**config.mk**
```make
export PLATFORM = sky130hd
export DESIGN_NAME = rca_share_ctrl
export DESIGN_NICKNAME = d
export VERILOG_FILES = /design/src/rtl/rca_share_ctrl.sv
export SDC_FILE = /design/constraint.sdc
export NUM_CORES = 1
export LEC_CHECK = 0
export ABC_CLOCK_PERIOD_IN_PS = 3800
export BUFFER_PORTS_ARGS = -buffer_cell sky130_fd_sc_hd__buf_2
export CAP_MARGIN = 40
export CORE_UTILIZATION = 35
export CTS_CLUSTER_DIAMETER = 120
export DETAILED_ROUTE_END_ITERATION = 8
export GPL_ROUTABILITY_DRIVEN = 0
export SLEW_MARGIN = 20
export SYNTH_ARGS = -nofsm -noshare
export SYNTH_HDL_FRONTEND = slang
export SYNTH_SLANG_ARGS = --single-unit
```
**constraint.sdc**
```tcl
create_clock -name clk -period 3.8 [get_ports clk]
set_input_delay 0.38 -clock clk [delete_from_list [all_inputs] [get_ports clk]]
set_output_delay 0.38 -clock clk [all_outputs]
set_load 0.02 [all_outputs]
```
**src/rtl/rca_share_ctrl.sv**
```systemverilog
// Time-shares one 4-bit ripple-carry slice between two requesters, one nibble per cycle, LSB first.
// Result appears NIBBLES edges after the accept; DONE holds the result until res_ready.

module rca4 (
  input  logic [3:0] a,
  input  logic [3:0] b,
  input  logic       ci,
  output logic [3:0] s,
  output logic       co
);
  logic [4:0] c;

  assign c[0] = ci;

  for (genvar i = 0; i < 4; i++) begin : g_fa
    assign s[i]   = a[i] ^ b[i] ^ c[i];
    assign c[i+1] = (a[i] & b[i]) | (c[i] & (a[i] ^ b[i]));
  end

  assign co = c[4];
endmodule

module rca_share_ctrl #(
  parameter int NIBBLES = 4,
  localparam int W = 4 * NIBBLES
) (
  input  logic         clk,
  input  logic         rst,
  input  logic         req0_valid,
  input  logic [W-1:0] req0_a,
  input  logic [W-1:0] req0_b,
  input  logic         req0_ci,
  output logic         req0_ready,
  input  logic         req1_valid,
  input  logic [W-1:0] req1_a,
  input  logic [W-1:0] req1_b,
  input  logic         req1_ci,
  output logic         req1_ready,
  output logic         res_valid,
  output logic [W-1:0] res_sum,
  output logic         res_co,
  output logic         res_id,
  input  logic         res_ready
);
  typedef enum logic [1:0] {IDLE, ADD, DONE} state_t;

  localparam logic [3:0] LAST = 4'(NIBBLES - 1);

  state_t       state;
  logic         last;
  logic [3:0]   cnt;
  logic         carry;
  logic [W-1:0] a_q;
  logic [W-1:0] b_q;

  logic         gnt_any;
  logic         gnt_id;
  logic         accept;
  logic [3:0]   nib_a;
  logic [3:0]   nib_b;
  logic [3:0]   nib_s;
  logic         nib_co;

  // When both ask, the one not served last time wins.
  assign gnt_any    = req0_valid | req1_valid;
  assign gnt_id     = (req0_valid & req1_valid) ? ~last : req1_valid;
  assign accept     = (state == IDLE) & ~rst & gnt_any;
  assign req0_ready = accept & ~gnt_id;
  assign req1_ready = accept & gnt_id;

  always_comb begin
    nib_a = 4'h0;
    nib_b = 4'h0;
    for (int i = 0; i < NIBBLES; i++) begin
      if (cnt == 4'(i)) begin
        nib_a = a_q[4*i +: 4];
        nib_b = b_q[4*i +: 4];
      end
    end
  end

  rca4 u_rca4 (
    .a  (nib_a),
    .b  (nib_b),
    .ci (carry),
    .s  (nib_s),
    .co (nib_co)
  );

  always_ff @(posedge clk or posedge rst) begin
    if (rst) begin
      state     <= IDLE;
      last      <= 1'b1;
      cnt       <= 4'd0;
      carry     <= 1'b0;
      a_q       <= '0;
      b_q       <= '0;
      res_valid <= 1'b0;
      res_sum   <= '0;
      res_co    <= 1'b0;
      res_id    <= 1'b0;
    end else begin
      case (state)
        IDLE: begin
          if (accept) begin
            a_q    <= gnt_id ? req1_a  : req0_a;
            b_q    <= gnt_id ? req1_b  : req0_b;
            carry  <= gnt_id ? req1_ci : req0_ci;
            res_id <= gnt_id;
            last   <= gnt_id;
            cnt    <= 4'd0;
            state  <= ADD;
          end
        end
        ADD: begin
          for (int i = 0; i < NIBBLES; i++) begin
            if (cnt == 4'(i)) res_sum[4*i +: 4] <= nib_s;
          end
          carry <= nib_co;
          cnt   <= cnt + 4'd1;
          if (cnt == LAST) begin
            res_co    <= nib_co;
            res_valid <= 1'b1;
            state     <= DONE;
          end
        end
        DONE: begin
          if (res_ready) begin
            res_valid <= 1'b0;
            state     <= IDLE;
          end
        end
        default: state <= IDLE;
      endcase
    end
  end
endmodule

```
==> results of run 1 <==
-- per-stage QoR --
step | setup slack, ns | hold slack (ns)
floorplan | 0.525 | 0.487
global route | 0.183 | 0.122
finish | 0.397 | 0.0989
detailed placement | 0.414 | 0.469
CTS | 0.393 | 0.104
global placement | 0.482 | 0.466
-- worst max-delay path, delay by kind of cell, from the launching register on --
| kind | cells | cell delay, ns |
|---|---|---|
| AO/OA/AOI/OAI | 3 | 0.55 |
| adder cells (fa/ha/maj) | 5 | 1.89 |
| buffers and inverters | 2 | 0.14 |
| flip-flops | 1 | 0.43 |
| multiplexers | 1 | 0.29 |
-- placed cells by master, fill, tap and decap left out, drive strengths merged, types with 3 or more instances in the layout --
cell type	count
a32oi	3
a221o	32
inv	11
nand2b	11
a32o	6
o21a	34
dfrtp	58
clkbuf	12
o21ai	14
buf	97
a21oi	8
nand2	16
ha	4
nand3	3
mux2i	5
mux2	13
fa	4
-- area by class of cell --
cell class                 count  area (um2)  area share [%]
sequential                    59        1480            39.7
timing repair buffer          97         500            13.5
clock buffer                  12         165            4.44
inverter                      11        41.3            1.11
clock inverter                 4        47.5            1.28
tap                          105         131            3.53
multi-input combinational    169        1360            36.4
-- kinds of logic (layout without fill, tap and decap cells) --
logic type / Yosys count / after routing / synth area share (%)
AO/OA/AOI/OAI: 102 / 102 / 27.2
buffers and inverters: 29 / 124 / 4.88
adder cells (fa/ha/maj): 8 / 8 / 4.37
multiplexers: 18 / 18 / 6.60
flip-flops: 59 / 59 / 49.7
AND/OR/NAND/NOR: 41 / 41 / 7.23
-- worst paths after layout --
| kind | end | slack (ns) | cells past startpoint |
|---|---|---|---|
| setup / recovery | res_sum[7]$_DFFE_PP0P_ | 0.40 | 11 |
| hold / removal | res_id$_DFFE_PP0P_ | 0.1 | 2 |
| setup reg to reg | res_sum[7]$_DFFE_PP0P_ | 0.40 | 11 |
| hold reg to reg | res_id$_DFFE_PP0P_ | 0.50 | 1 |
| max in group asynchronous | carry$_DFFE_PP0P_ | 2.85 | 3 |
| min in group clk | state[1]$_DFFE_PP0P_ | 0.26 | 2 |
-- layer usage --
layer | track usage [%] | up-vias | part of all wire (%)
met2 | 25.8 | 82 | 44
met1 | 24.3 | 1133 | 48
met3 | 5.99 | 9 | 6.1
li1 | - | 1161 | -
met4 | 5.38 | 0 | 1.7
met5 | 0 | - | 0
-- flip-flops by register name, summed over array words and instances (netlist names) --
register / cells
res_co: 1
b_q: 16
last: 1
state: 2
res_sum: 16
res_id: 1
a_q: 16
cnt: 4
res_valid: 1
carry: 1
-- power by group --
part | internal (uW) | total, uW | switching [uW]
Sequential | 923 | 1120 | 197
Combinational | 718 | 1540 | 824
Clock | 354 | 590 | 236
Total | 1990 | 3250 | 1260
==> flow_summary.toml, run 1 <==
[status]
status = "finished clean"

[placement]
dpl_cell_area_um2 = 3510
dp_cells = 441
portBuffers = 91
dp_hpwl_um = 5290

[drt]
wire_per_inst_um = 15.5
drc = 0
antenna_left = 0
viasPerCell = 5.22
firstDrtPassIters = 4
num_vias = 2385
drt_iter0_markers = 115
wl_um = 7090

[logic_synthesis]
ys.flop_type = "dfrtp_1"
seq_area_frac_synth_pct = 49.7
yosysUniqueCellTypes = 33
avgSynthCellArea_um2 = 11.6
synthesis.area_um2 = 2980
synth_cells = 257
synth_top_area_share_pct = 48.8
synthTopCellsByArea = "dfrtp_1 (49%), a221o_1 (11%), o21a_1 (8.6%)"
yosys.area.top_type = "dfrtp_1"
async_flop_share_pct = 100
synth_commonest_cells = "dfrtp_1 (58), o21a_1 (34), a221o_1 (32)"
syn_nets = 336
ys_ff_latch = 59
ys_warn_count = 0
synth_edf_count = 0
synth.most_common_cell = "dfrtp_1"

[sta]
fin_crit_ns = 3.40
hold_viol_final = 0
drv_slew = 0
worstMarginPinSlew_ns = 0.558
skew_ns = 0.00728
setup_viol = 0
tns_ns = 0
min_period_over_period_pct = 89.6
rsz0062_at_grt = "no"
fmax_mhz = 294
slew_headroom_pct = 62.8

[grt]
grt_max_degree = 38
grt_usage_pct = 17.6
grt_pass1_wl_um = 11700
antenna_found_initial = 0
grt_pass1_vias = 2333
grt-ovfl-total = 0

[finish]
drive_gt1_share_pct = 37.2
fill_cells = 820
stdcell_area_um2 = 3720
layout.cells.non_filler = 457
synthToLayoutAreaGrowth_pct = 25.0
final_nets = 426
diodes = 0
postLayoutCoreUtil_pct = 45.3

[clocking]
cts_tree = "built"
path_clk_slew_ns = 0.06
cts.sinks = 59
htree_num_levels = 3
hold_buffers = 0
cts.path.max_buffers = 2
cts_setup_buffers = 0
cts_buffers = 9
cts_resized = 0
cts_root_buf = "clkbuf_8"
insertion_delay_ns = 0.33

[floorplanning]
die_height_um = 94.2
start_util_pct = 36.2
die_x_um = 94.2
core_um2 = 8220
num_rows = 33
die_area_um2 = 8870
ioPinCount = 92

[worst_setup_path]
path_common_cell = "fa_1"
crit_type = "flip-flop to flip-flop"
critPathRequiredTime_ns = 4.01
startpoint = "cnt[0]$_DFFE_PP0P_"
worstPathArrival_ns = 3.62
critPathSlowestCell = "fa_1"
r2r_start = "cnt[0]$_DFFE_PP0P_"
path_cells = "inv_1 -> ha_1 -> a21oi_1 -> o21ai_0 -> a32oi_1 -> fa_1 -> inv_1 -> fa_1 -> fa_1 -> fa_1 -> mux2_2"
crit_fanout = 17
start_kind = "flip-flop"
slowest_delay_ns = 0.50
endpoint_kind = "flip-flop"

[pwr]
leakage_uw = 0.00178
ir_drop_uv = 349
power.density_nw_per_um2 = 875
power.total_uw = 3250

[min_path]
hp-class = "input port to asynchronous set/reset pin"

[job]
cap_violations = 0
Power figures use the tool's default switching activity.
==> inputs of run 2 (changes only) <==
- ABC_AREA: not set -> 1
==> flow_summary.toml, run 2 <==
[status]
status = "finished clean"

[drt]
drt_iter0_markers = 119
num_vias = 2751
antenna_left = 0
wire_per_inst_um = 12.6
wl_um = 7330
firstDrtPassIters = 5
drc = 0
viasPerCell = 4.72

[logic_synthesis]
synth_top_family_by_area = "simple AND/OR/NAND/NOR gates"
synth_top_area_share_pct = 47.3
yosysUniqueCellTypes = 26
synth_cells = 387
syn_nets = 466
synth_fa_ha_area_share_pct = 4.24
seq_area_frac_synth_pct = 48.1
synth_edf_count = 0
ys_ff_latch = 59
synthMuxAreaShare_pct = 0
synthTopCellsByArea = "dfrtp_1 (47%), nand2_1 (19%), nand3_1 (9.1%)"
synth_compound_area_share_pct = 5.79
ys.flop_type = "dfrtp_1"
yosys.area.top_type = "dfrtp_1"
synth_commonest_cells = "nand2_1 (156), dfrtp_1 (58), nand3_1 (56)"
synth.most_common_cell = "nand2_1"
async_flop_share_pct = 100
synthesis.area_um2 = 3070
ys_warn_count = 0
synth-xor-area-share_pct = 0
avgSynthCellArea_um2 = 7.93
synthSimpleGateAreaFrac_pct = 34.5

[grt]
grt_pass1_vias = 2583
grt_usage_pct = 17.0
grt_max_degree = 60
grt-ovfl-total = 0
grt_pass1_wl_um = 11800
antenna_found_initial = 0

[clocking]
cts.path.max_buffers = 2
cts_root_buf = "clkbuf_8"
insertion_delay_ns = 0.34
cts_resized = 0
cts.sinks = 59
cts_buffers = 9
cts_tree = "built"
cts_setup_buffers = 0
htree_num_levels = 3
hold_buffers = 0
path_clk_slew_ns = 0.07

[worst_setup_path]
rrSetupSlack_ns = 0.22
crit_fanout = 24
crit_type = "flip-flop to flip-flop"
start_kind = "flip-flop"
worstPathArrival_ns = 3.84
endpoint_kind = "flip-flop"
critPathRequiredTime_ns = 4.05

[sta]
worstMarginPinSlew_ns = 0.741
setup_viol = 0
fin_crit_ns = 3.58
fmax_mhz = 279
hold_ws_ns = 0.237
hold_viol_final = 0
slew_headroom_pct = 50.6
drv_slew = 0
rsz0062_at_grt = "no"
skew_ns = 0.00638
tns_ns = 0
min_period_over_period_pct = 94.3

[pwr]
ir_drop_uv = 227
leakage_uw = 0.00199
power.density_nw_per_um2 = 817

[floorplanning]
num_rows = 33
die_height_um = 95.7
die_x_um = 95.7
start_util_pct = 36.8
core_um2 = 8340
die_area_um2 = 9150
ioPinCount = 92

[finish]
diodes = 0
layout_commonest_cell = "nand2_1"
largestRegisters = "a_q: 16 flops, b_q: 16 flops, res_sum: 16 flops"
fill_cells = 879
stdcell_area_um2 = 3750
multiInputGateArea_um2 = 1370
postLayoutCoreUtil_pct = 44.9
final_nets = 552
final_cell_mix = "nand2_1 (156), buf_2 (91), dfrtp_1 (58)"
drive_gt1_share_pct = 25.7
synthToLayoutAreaGrowth_pct = 22.0
regArea_um2 = 1480

[min_path]
hp-class = "input port to flip-flop"

[placement]
dp_hpwl_um = 5360
portBuffers = 91
dpl_cell_area_um2 = 3550

[job]
cap_violations = 0
run 2: cell count changes in the layout (fill, tap and decap cells not counted), moves of 11 or more:
| cell | delta |
|---|---|
| nand2_1 | +140 |
| nand3_1 | +53 |
| o21a_1 | -34 |
| a221o_1 | -32 |
| inv_1 | +17 |
| mux2_2 | -13 |
| nand2b_1 | -11 |
| nor2_1 | +11 |
run 2: layer usage:
| metal | GRT usage, % | wire, um | vias to the layer above | part of all wire [%] |
|---|---|---|---|---|
| met3 | 4.86 | 344 | 11 | 4.7 |
| met4 | 5.72 | 111 | 0 | 1.5 |
| met1 | 21.6 | 3350 | 1268 | 46 |
| met5 | 0 | 0 | - | 0 |
| met2 | 27.8 | 3520 | 73 | 48 |
| li1 | - | - | 1399 | - |
run 2: power by group:
part | internal, uW | switching [uW] | leakage, uW
logic | 478 | 932 | 0.00115
registers | 911 | 181 | 0.000742
clock network | 317 | 242 | 0.0000991
run 2: layout make-up:
cell class                      count  area share [%]
Sequential cell                    59            39.4
Multi-Input combinational cell    281            36.5
Inverter                           30            3.01
Clock buffer                       11            3.77
Clock inverter                      5            1.40
Timing Repair Buffer               92            12.4
Tap cell                          105            3.51
run 2: path summary, 6_finish.rpt:
kind	start	to	cells after the start
setup / recovery	cnt[3]$_DFFE_PP0P_	res_sum[3]$_DFFE_PP0P_	12
hold / removal	res_ready	state[1]$_DFFE_PP0P_	2
setup reg to reg	cnt[3]$_DFFE_PP0P_	res_sum[3]$_DFFE_PP0P_	12
hold reg to reg	res_sum[9]$_DFFE_PP0P_	res_sum[9]$_DFFE_PP0P_	2
max in group asynchronous	rst	cnt[1]$_DFFE_PP0P_	3
min in group asynchronous	rst	res_id$_DFFE_PP0P_	3
run 2: critical path, stage by stage, from the launching register on:
cell and delay (ns):
dfrtp_1 0.44, nor2_4 0.48, nand2_2 0.31, nand2_1 0.15, inv_1 0.04, a21boi_0 0.30
fa_1 0.24, inv_1 0.05, fa_1 0.38, fa_1 0.38, fa_1 0.50, inv_1 0.07
o21ai_0 0.17
run 2: metrics by stage:
step,worst slack (ns),total power (uW),cells
floorplan,0.705,2110,387
global placement,0.426,2480,567
detailed placement,0.250,2530,567
CTS,0.208,3100,583
global route,0.0116,3340,583
finish,0.218,3060,583
run 2: cells by family after synthesis:
kind of cell | count (synthesis)
simple gates | 239
fa+ha+maj | 8
flops | 59
compound gates | 34
buf+inv | 47
